--- src/rtl/stopwatch_core.sv ---
// stopwatch_core: BCD stopwatch / count-down timer engine with lap freeze and
// an internal tick prescaler. All outputs are registered; single board clock.
module stopwatch_core #(
    parameter int unsigned TICK_DIV    = 50000000,
    parameter int unsigned HOUR_DIGITS = 1
) (
    input  logic                           clk,
    input  logic                           rst,
    input  logic                           start_stop,
    input  logic                           clear,
    input  logic                           lap,
    input  logic                           down,
    input  logic                           load,
    input  logic [4*(4+HOUR_DIGITS)-1:0]   load_value,
    output logic [4*(4+HOUR_DIGITS)-1:0]   digits,
    output logic                           running,
    output logic                           lap_active,
    output logic                           tick,
    output logic                           done
);

    localparam int unsigned NDIG = 4 + HOUR_DIGITS;
    localparam int unsigned W    = 4 * NDIG;
    localparam int unsigned PW   = $clog2(TICK_DIV);
    localparam logic [PW-1:0] PrescMax = PW'(TICK_DIV - 1);

    typedef enum logic [1:0] {StStopped, StRunning, StExpired} state_e;

    state_e        state_q, state_d;
    logic [PW-1:0] presc_q, presc_d;
    logic [W-1:0]  live_q, live_d;
    logic [W-1:0]  snap_q, snap_d;
    logic [W-1:0]  digits_q;
    logic [W-1:0]  next_cnt;
    logic          lap_q, lap_d;
    logic          tick_q, tick_d;
    logic          done_q, done_d;
    logic          running_q;
    logic          ss_taken;

    // Tens-of-seconds and tens-of-minutes digits stop at 5; everything else at 9.
    function automatic logic [3:0] dig_max(input int i);
        return (i == 1 || i == 3) ? 4'd5 : 4'd9;
    endfunction

    function automatic logic [W-1:0] bcd_inc(input logic [W-1:0] v);
        logic [W-1:0] r;
        logic         c;
        r = v;
        c = 1'b1;
        for (int i = 0; i < NDIG; i++) begin
            if (c) begin
                if (v[4*i +: 4] == dig_max(i)) begin
                    r[4*i +: 4] = 4'd0;
                end else begin
                    r[4*i +: 4] = v[4*i +: 4] + 4'd1;
                    c = 1'b0;
                end
            end
        end
        return r;
    endfunction

    function automatic logic [W-1:0] bcd_dec(input logic [W-1:0] v);
        logic [W-1:0] r;
        logic         b;
        r = v;
        b = 1'b1;
        for (int i = 0; i < NDIG; i++) begin
            if (b) begin
                if (v[4*i +: 4] == 4'd0) begin
                    r[4*i +: 4] = dig_max(i);
                end else begin
                    r[4*i +: 4] = v[4*i +: 4] - 4'd1;
                    b = 1'b0;
                end
            end
        end
        return r;
    endfunction

    function automatic logic [W-1:0] bcd_sat(input logic [W-1:0] v);
        logic [W-1:0] r;
        for (int i = 0; i < NDIG; i++) begin
            r[4*i +: 4] = (v[4*i +: 4] > dig_max(i)) ? dig_max(i) : v[4*i +: 4];
        end
        return r;
    endfunction

    // Next-state: events resolved in priority order clear > load > start_stop > lap > tick.
    always_comb begin
        state_d  = state_q;
        presc_d  = presc_q;
        live_d   = live_q;
        snap_d   = snap_q;
        lap_d    = lap_q;
        tick_d   = 1'b0;
        done_d   = 1'b0;
        ss_taken = 1'b0;
        next_cnt = down ? bcd_dec(live_q) : bcd_inc(live_q);

        if (clear) begin
            live_d  = '0;
            lap_d   = 1'b0;
            presc_d = '0;
            state_d = StStopped;
        end else if (load && state_q != StRunning) begin
            live_d  = bcd_sat(load_value);
            lap_d   = 1'b0;
            presc_d = '0;
            state_d = StStopped;
        end else begin
            if (start_stop && state_q == StStopped && !(down && live_q == '0)) begin
                state_d  = StRunning;
                ss_taken = 1'b1;
            end else if (start_stop && state_q == StRunning) begin
                state_d  = StStopped;
                ss_taken = 1'b1;
            end

            if (!ss_taken && lap) begin
                if (lap_q) begin
                    lap_d = 1'b0;
                end else if (state_q == StRunning) begin
                    lap_d  = 1'b1;
                    snap_d = live_q;
                end
            end

            if (state_q == StRunning) begin
                presc_d = (presc_q == PrescMax) ? '0 : presc_q + PW'(1);
                // A tick that lands on a stop pulse is dropped.
                if (presc_q == PrescMax && !ss_taken) begin
                    tick_d = 1'b1;
                    live_d = next_cnt;
                    if (down && next_cnt == '0) begin
                        state_d = StExpired;
                        done_d  = 1'b1;
                    end
                end
            end
        end
    end

    // State and registered outputs; display mux is resolved before the flop.
    always_ff @(posedge clk or posedge rst) begin
        if (rst) begin
            state_q   <= StStopped;
            presc_q   <= '0;
            live_q    <= '0;
            snap_q    <= '0;
            lap_q     <= 1'b0;
            tick_q    <= 1'b0;
            done_q    <= 1'b0;
            digits_q  <= '0;
            running_q <= 1'b0;
        end else begin
            state_q   <= state_d;
            presc_q   <= presc_d;
            live_q    <= live_d;
            snap_q    <= snap_d;
            lap_q     <= lap_d;
            tick_q    <= tick_d;
            done_q    <= done_d;
            digits_q  <= lap_d ? snap_d : live_d;
            running_q <= (state_d == StRunning);
        end
    end

    assign digits     = digits_q;
    assign running    = running_q;
    assign lap_active = lap_q;
    assign tick       = tick_q;
    assign done       = done_q;

endmodule

--- config.mk ---
export PLATFORM = sky130hd
export DESIGN_NAME = stopwatch_core
export DESIGN_NICKNAME = d
export VERILOG_FILES = /design/src/rtl/stopwatch_core.sv
export SDC_FILE = /design/constraint.sdc
export NUM_CORES = 1
export LEC_CHECK = 0
export CAP_MARGIN = 30
export CORE_ASPECT_RATIO = 0.9
export CORE_MARGIN = 2
export CORE_UTILIZATION = 30
export DETAILED_ROUTE_END_ITERATION = 16
export HOLD_SLACK_MARGIN = 0.03
export SETUP_SLACK_MARGIN = 0.1
export SYNTH_ARGS = -nofsm -noshare
export SYNTH_HDL_FRONTEND = slang
export SYNTH_SLANG_ARGS = --single-unit
--- constraint.sdc ---
create_clock -name clk -period 3.71 [get_ports clk]
set_input_delay 0.742 -clock clk [delete_from_list [all_inputs] [get_ports clk]]
set_output_delay 0.742 -clock clk [all_outputs]
set_load 0.1 [all_outputs]
After elaboration in Yosys (flattened, before gate mapping). Cells that the tools add are included.

Bits in registers: 92. Output and inout bits: 24.

Add/subtract/negate cells: 11. $lt $le $gt $ge: 5. Eq/ne operators: 9. Mux-type cells: 77. Reduce and logical (&&, ||, !) cells: 19.

Operator list (count): 2-to-1 mux 20 bit (11); 2-to-1 mux 26 bit (4); 2-to-1 mux 4 bit (23); logical NOT 20 bit (2); 2-to-1 mux 1 bit (32); adder 26 x 1 -> 26 bit (second input constant) (1); equality test 26 bit (second input constant) (1); adder 4 x 1 -> 4 bit (second input constant) (5); logical NOT 4 bit (5); subtractor 4 x 1 -> 4 bit (second input constant) (5); 2-to-1 mux 2 bit (7); equality test 4 bit (second input constant) (3); greater-than comparator 4 bit (second input constant) (3); equality test 4 x 3 -> 1 bit (second input constant) (2); greater-than comparator 4 x 3 -> 1 bit (second input constant) (2); logical AND 1 bit (8); equality test 2 x 1 -> 1 bit (second input constant) (2); nonzero test 3 bit (1); logical NOT 1 bit (2); logical NOT 2 bit (1); != test 2 x 1 -> 1 bit (second input constant) (1).

Longest topological paths before layout. Gate-level depths: netlist (run 1).

Depth after elaboration: 15. Gate-level depth with buffers: 10.

Worst setup path after synthesis (run 1). No wires, ideal clock.

Kind: input-to-reg. Start point: input down. End point: register digits_q[14] (netlist: digits[14]). Library setup time: 128 ps. Arrival time: 2697 ps. Required time: 3582 ps. Slack: 886 ps. Stages: 8. Cell sequence: clkbuf_1 > or3b_2 > nor4_2 > xor2_1 > o211ai_1 > o21ai_0 > o21a_1 > mux2_1.

Word-level cells in the longest chain between the ends: 13. Elaborated cells between the ends (all ways): 21.

Ends and longest elaborated chain: from (decl) (line 12) `input logic down,`; logical AND 1 bit (line 113) `if (start_stop && state_q == StStopped && !(down && live_q == '0)) begin`; logical NOT 1 bit (line 113); logical AND 1 bit (line 113); 2-to-1 mux 1 bit (line 113); 2-to-1 mux 1 bit (line 107) `end else if (load && state_q != StRunning) begin`; 2-to-1 mux 1 bit (line 102) `if (clear) begin`; logical NOT 1 bit (line 133) `if (presc_q == PrescMax && !ss_taken) begin`; logical AND 1 bit (line 133); 2-to-1 mux 20 bit (*) (line 133); 2-to-1 mux 20 bit (*) (line 130) `if (state_q == StRunning) begin`; 2-to-1 mux 20 bit (*) (line 107); 2-to-1 mux 20 bit (*) (line 102); net live_d[14] (line 31) `logic [W-1:0] live_q, live_d;`; 2-to-1 mux 20 bit (*) (line 165) `digits_q <= lap_d ? snap_d : live_d;`; to (signal assigned) (line 165); to (decl) (line 33) `logic [W-1:0] digits_q;`.

Mark *: on every way through the listed nets, which the timed path passes. The rest lies on a longest branch. The select of a mux whose other input is x is not followed. A chain may end at the register's enable or synchronous reset.

Worst setup path in the final report (run 1).
Start point: input down. End point: register done_q (netlist: done).

Word-level cells in the longest chain between the ends: 12. Elaborated cells between the ends (all ways): 16.

Ends and longest elaborated chain: logical AND 1 bit (line 113); logical NOT 1 bit (line 113); logical AND 1 bit (line 113); 2-to-1 mux 1 bit (line 113); 2-to-1 mux 1 bit (line 107); 2-to-1 mux 1 bit (line 102); logical NOT 1 bit (line 133); logical AND 1 bit (line 133); 2-to-1 mux 1 bit (*) (line 133); 2-to-1 mux 1 bit (*) (line 130); 2-to-1 mux 1 bit (*) (line 107); 2-to-1 mux 1 bit (*) (line 102); net done_d (line 37) `logic done_q, done_d;`; to (signal assigned) (line 164) `done_q <= done_d;`; to (decl) (line 37).

Marks and branches as above.

==> results of run 1 <==
-- cells by family (layout without fill, tap and decap cells) --
kind of cell | Yosys count | count (layout) | synth area share [%]
flops | 92 | 92 | 42.3
buf+inv | 58 | 106 | 4.49
xor+xnor | 40 | 40 | 6.44
fa+ha+maj | 1 | 1 | 0.230
compound gates | 114 | 114 | 14.8
mux | 21 | 21 | 4.23
simple gates | 282 | 282 | 27.5
-- final cells by class --
cell class / instances / share of cell area [%]
timing repair buffer: 74 / 10.6
inverter: 16 / 0.956
clock inverter: 4 / 0.459
multi-input combinational: 458 / 44.2
sequential: 92 / 35.2
tap: 240 / 4.59
clock buffer: 12 / 4.07
-- where the power goes --
| group | internal, µW | switching [µW] | total [µW] |
|---|---|---|---|
| Combinational | 159 | 302 | 460 |
| Sequential | 1050 | 50.4 | 1100 |
| Clock | 511 | 393 | 904 |
| Total | 1720 | 745 | 2470 |
-- placed cells by master (no fill, tap or decap), drive strengths merged, types with 4 or more instances in the layout --
cell type / count
nor4: 11
o21a: 6
nor2: 66
dfrtp: 92
clkbuf: 12
mux2: 16
o211ai: 6
xor2: 16
a2111oi: 4
clkdlybuf4s50: 50
o31ai: 5
mux2i: 5
and3: 11
nand2: 88
nor4b: 6
nor3: 8
buf: 24
nor3b: 7
nand3: 23
and2: 6
a21oi: 24
xnor2: 24
inv: 17
a211oi: 7
nand3b: 4
or4: 7
o21ai: 28
nand4: 10
or3: 7
nor2b: 4
a31oi: 7
nand2b: 7
-- through the flow --
stage	total power (µW)	hold WS [ns]	instance area [µm²]
detailed placement	1580	0.452	6250
global placement	1580	0.448	6250
CTS	2500	0.468	6550
global route	2590	0.494	6550
finish	2470	0.467	6550
floorplan	1440	0.434	5440
-- path summary, 6_finish.rpt --
| kind | from | end | slack [ns] | cells past startpoint |
|---|---|---|---|---|
| worst min register to register | snap_q[4] | snap_q[4] | 0.47 | 2 |
| max in group asynchronous | rst | live_q[2] | 2.47 | 3 |
| worst min-delay path | snap_q[4] | snap_q[4] | 0.47 | 2 |
| worst max-delay path | down | done | 0.55 | 8 |
| min in group asynchronous | rst | digits[3] | 0.85 | 3 |
| worst max register to register | live_q[2] | done | 0.65 | 7 |
-- state kept, by name, indices dropped and copies added, names as in the netlist --
name        flops
live_q         20
running         1
digits         20
snap_q         20
presc_q        26
state_q         2
done            1
tick            1
lap_active      1
-- worst min-delay path, delay by kind of cell, from the launching register on --
family	cells	cell delay, ns
and+or+nand+nor	2	0.11
DFF	1	0.32
-- metal layers --
layer	global-route usage (%)	part of all wire, %
met5	0	0
met4	5.34	2.1
met3	3.75	4.9
met2	23.6	45
met1	22.3	48
==> results.toml, run 1 <==
[logic_synthesis]
netlist.area_leader.share_pct = 42.3
synthTopCellsByArea = "dfrtp_1 (42%), nand2_1 (6.1%), nor2_1 (4.5%), xnor2_1 (3.9%), xor2_1 (2.6%)"
yosys-top-cells-count = "dfrtp_1 (92), nand2_1 (88), nor2_1 (65), clkbuf_1 (28), xnor2_1 (24)"
synthesis.area_mm2 = 0.00544
syn-num-nets = 636
synth_cell_types = 77
synth_flop_cell = "dfrtp_1"
syn_inst = 608
seq_area_frac_synth_pct = 42.3
avgSynthCellArea_um2 = 8.94
async_flop_share_pct = 100
synth_edf_count = 0
synth_top_cell_by_area = "dfrtp_1"
synth-seq-cells = 92
yosysMostFrequentCell = "dfrtp_1"
ys_warn_count = 0

[setup_path]
required_ns = 3.92
crit_arrival_ns = 3.37
max_stage_delay_ns = 0.63
path_cells = "clkdlybuf4s50_1, nor3b_1, nand4_1, o32ai_1, mux2i_1, nor4_1, nand3_1, nor4_1"
path_max_fanout = 9
path_class = "input pin to flip-flop"
end_kind = "flip-flop"
crit_buf_inv = 1
cp_common_cell = "nor4_1"
cp_slowest_cell = "clkdlybuf4s50_1"
critPathLaunchType = "input pin"
cpLargestDelayFamily = "simple AND/OR/NAND/NOR gates"

[cts]
post_cts_buffers = 0
cts_tree = "done"
numClockSinks = 92
numCtsBuffers = 9
cts_root_buf = "clkbuf_16"
cts_hold_buf = 0
clkLatencyLatePin_ns = 0.35
h-tree-depth = 3
cts_resized = 0
cts.clk_slew.worst_paths_ns = 0.06
ctsLongestPathBuffers = 2

[sta]
tightest_slew_ns = 0.982
setup_tns_ns = 0
fin_crit_sh_pct = 85.2
rsz0062_at_grt = "no"
maxSlewViolCount = 0
finalHoldViolations = 0
setup-violations-final = 0
relSlewSlack_pct = 34.3
finalClockSkew_ns = 0.0114
worst_slack_ns = 0.548
max_freq_mhz = 316
period_minus_slack_ns = 3.16

[grt]
grt_usage_pct = 15.8
grt_first_pass_wirelength_um = 24100
grt_pass1_vias = 4429
globalRouteOverflowTotal = 0
antenna_found_initial = 0
grt_max_degree = 93

[placement]
dpl.cell_count = 880
dp_hpwl_um = 10200
dpl_worst_slack_ns = 0.208
gp_congestion = 0.890
numPortBuffers = 50

[cells_and_area]
multi_input_area_mm2 = 0.00289
fin_cells = 896
seqCellArea_mm2 = 0.00230
utilization_pct = 37.0
layout.nets = 679
drive_gt1_share_pct = 10.7
area_growth_pct = 20.4
diodes = 0
fillCellCount = 1823

[drt]
via_count = 4511
drt_iter0_markers = 223
wl_um = 14400
drc = 0
firstDrtPassIters = 5
wl_per_cell_um = 16.1
viasPerCell = 5.03
antenna_left = 0

[power]
ir_worst_vdd_v = 0.000264
leakagePower_uw = 0.00269
power.density_mw_per_mm2 = 377

[floorplan]
die_w_um = 146
core-area_mm2 = 0.0177
ios = 51
rows = 46
die_area_mm2 = 0.0192
die_height_um = 132
initial_core_util_pct = 30.8

[outcome]
status = "completed"

[flow_run]
maxCapViolations = 0

[min_path]
hold_class = "flip-flop to flip-flop"
Power figures use the tool's default switching activity.
==> inputs of run 2 (changes only) <==
==> constraint.sdc (replaced) <==
create_clock -name clk -period 3.85 [get_ports clk]
set_input_delay 0.77 -clock clk [delete_from_list [all_inputs] [get_ports clk]]
set_output_delay 0.77 -clock clk [all_outputs]
set_load 0.1 [all_outputs]
==> run 2 against run 1 <==
Against the previous run:
- clock power up 1%
- wire length grew 2.7%
- cell count rose by 0.22%
- worst setup slack got worse by 0.014 ns
- register-to-register slack better by 0.08 ns
- first-iteration DRC count increased by 87%
- critical path depth is 2 higher
- combinational power is 3% lower
- sequential cell count stayed put
- core utilization hardly changed
- critical path type unchanged
- die area is the same
==> results.toml, run 2 (same netlist as run 1, synthesis figures left out) <==
[flow_run]
maxCapViolations = 0

[sta]
finalHoldViolations = 0
rsz0062_at_grt = "no"
fin_hold_ws_ns = 0.467
relSlewSlack_pct = 34.1
setup_tns_ns = 0
period_minus_slack_ns = 3.32
setup-violations-final = 0
maxSlewViolCount = 0
fin_crit_sh_pct = 86.1
tightest_slew_ns = 0.985
finalClockSkew_ns = 0.00915
max_freq_mhz = 302

[cts]
numCtsBuffers = 9
h-tree-depth = 3
numClockSinks = 92
post_cts_buffers = 0
cts_tree = "done"
clkLatencyLatePin_ns = 0.36
cts_resized = 0
cts_root_buf = "clkbuf_16"
ctsLongestPathBuffers = 2
cts_hold_buf = 0
cts.clk_slew.worst_paths_ns = 0.07

[floorplan]
die_w_um = 146
core-area_mm2 = 0.0177
die_area_mm2 = 0.0192
rows = 46
ios = 51
die_height_um = 132
initial_core_util_pct = 30.8

[cells_and_area]
multi_input_area_mm2 = 0.00289
mostFrequentLayoutCells = "dfrtp_1 (92), nand2_1 (88), nor2_1 (65)"
stdcell_area_mm2 = 0.00656
area_growth_pct = 20.5
largest_register_ff_count = 26
diodes = 0
fin_cells = 898
final_common_cell = "dfrtp_1"
seqCellArea_mm2 = 0.00230
utilization_pct = 37.1
layout.nets = 681
largest-register = "presc_q"
drive_gt1_share_pct = 10.8
fillCellCount = 1821

[setup_path]
cp_common_cell = "buf_4"
path_max_fanout = 8
required_ns = 4.11
cp_slowest_cell = "clkdlybuf4s50_1"
path_class = "input pin to flip-flop"
max_stage_delay_ns = 0.63
end_kind = "flip-flop"
path_cells = "clkdlybuf4s50_1, buf_4, nor4b_1, nand4_1, nor3_1, o21ai_0, a211oi_1, buf_4, nand2_1, o41ai_2"
critPathLaunchType = "input pin"
crit_arrival_ns = 3.57

[placement]
numPortBuffers = 50
gp_congestion = 0.886
placed_area_mm2 = 0.00625
dpl.cell_count = 882
dp_hpwl_um = 10500

[grt]
grt_max_degree = 53
antenna_found_initial = 0
globalRouteOverflowTotal = 0
grt_usage_pct = 15.9
grt_pass1_vias = 4507
grt_first_pass_wirelength_um = 24300

[min_path]
hold_class = "flip-flop to flip-flop"

[drt]
firstDrtPassIters = 6
antenna_left = 0
wl_per_cell_um = 16.5
via_count = 4611
viasPerCell = 5.13
drc = 0
drt_iter0_markers = 418
wl_um = 14800

[power]
leakagePower_uw = 0.00270
power.density_mw_per_mm2 = 370
ir_worst_vdd_v = 0.000238

[outcome]
status = "completed"
[run 2: final timing paths]
path	endpoint	start	slack (ns)	depth (start not counted)
worst max-delay path	state_q[1]	down	0.53	10
worst min-delay path	snap_q[4]	snap_q[4]	0.47	2
worst max register to register	digits[0]	live_q[13]	0.73	9
worst min register to register	snap_q[4]	snap_q[4]	0.47	2
max in group asynchronous	snap_q[15]	rst	2.28	3
min in group asynchronous	digits[5]	rst	0.88	2
[run 2: layout make-up]
| class | count | share of cell area (%) |
|---|---|---|
| tap | 240 | 4.58 |
| multi-input combinational | 458 | 44.1 |
| inverter | 16 | 0.954 |
| clock buffer | 11 | 3.70 |
| timing repair buffer | 76 | 10.6 |
| clock inverter | 5 | 0.916 |
| sequential | 92 | 35.1 |
[run 2: power by group]
part	internal, µW	total (µW)	switching, µW
combinational	154	447	293
sequential	1010	1060	50.0
clock	524	915	391
[run 2: critical path, delay by kind of cell]
kind	cells	cell delay [ns]
AOI/OAI and AO/OA	3	0.85
and+or+nand+nor	4	0.92
buffers and inverters	3	1.02
[run 2: per-stage QoR]
stage,total power [µW],setup WS [ns]
finish,2420,0.534
global route,2530,0.370
CTS,2450,0.607
detailed placement,1530,0.282
global placement,1530,0.384
floorplan,1380,0.688
[run 2: layer usage]
layer	global-route usage, %	part of all wire [%]	up-vias
met3	4.20	5.3	15
li1	-	-	2258
met2	23.9	44	101
met1	22.4	49	2237
met5	0	0	-
met4	4.36	1.4	0
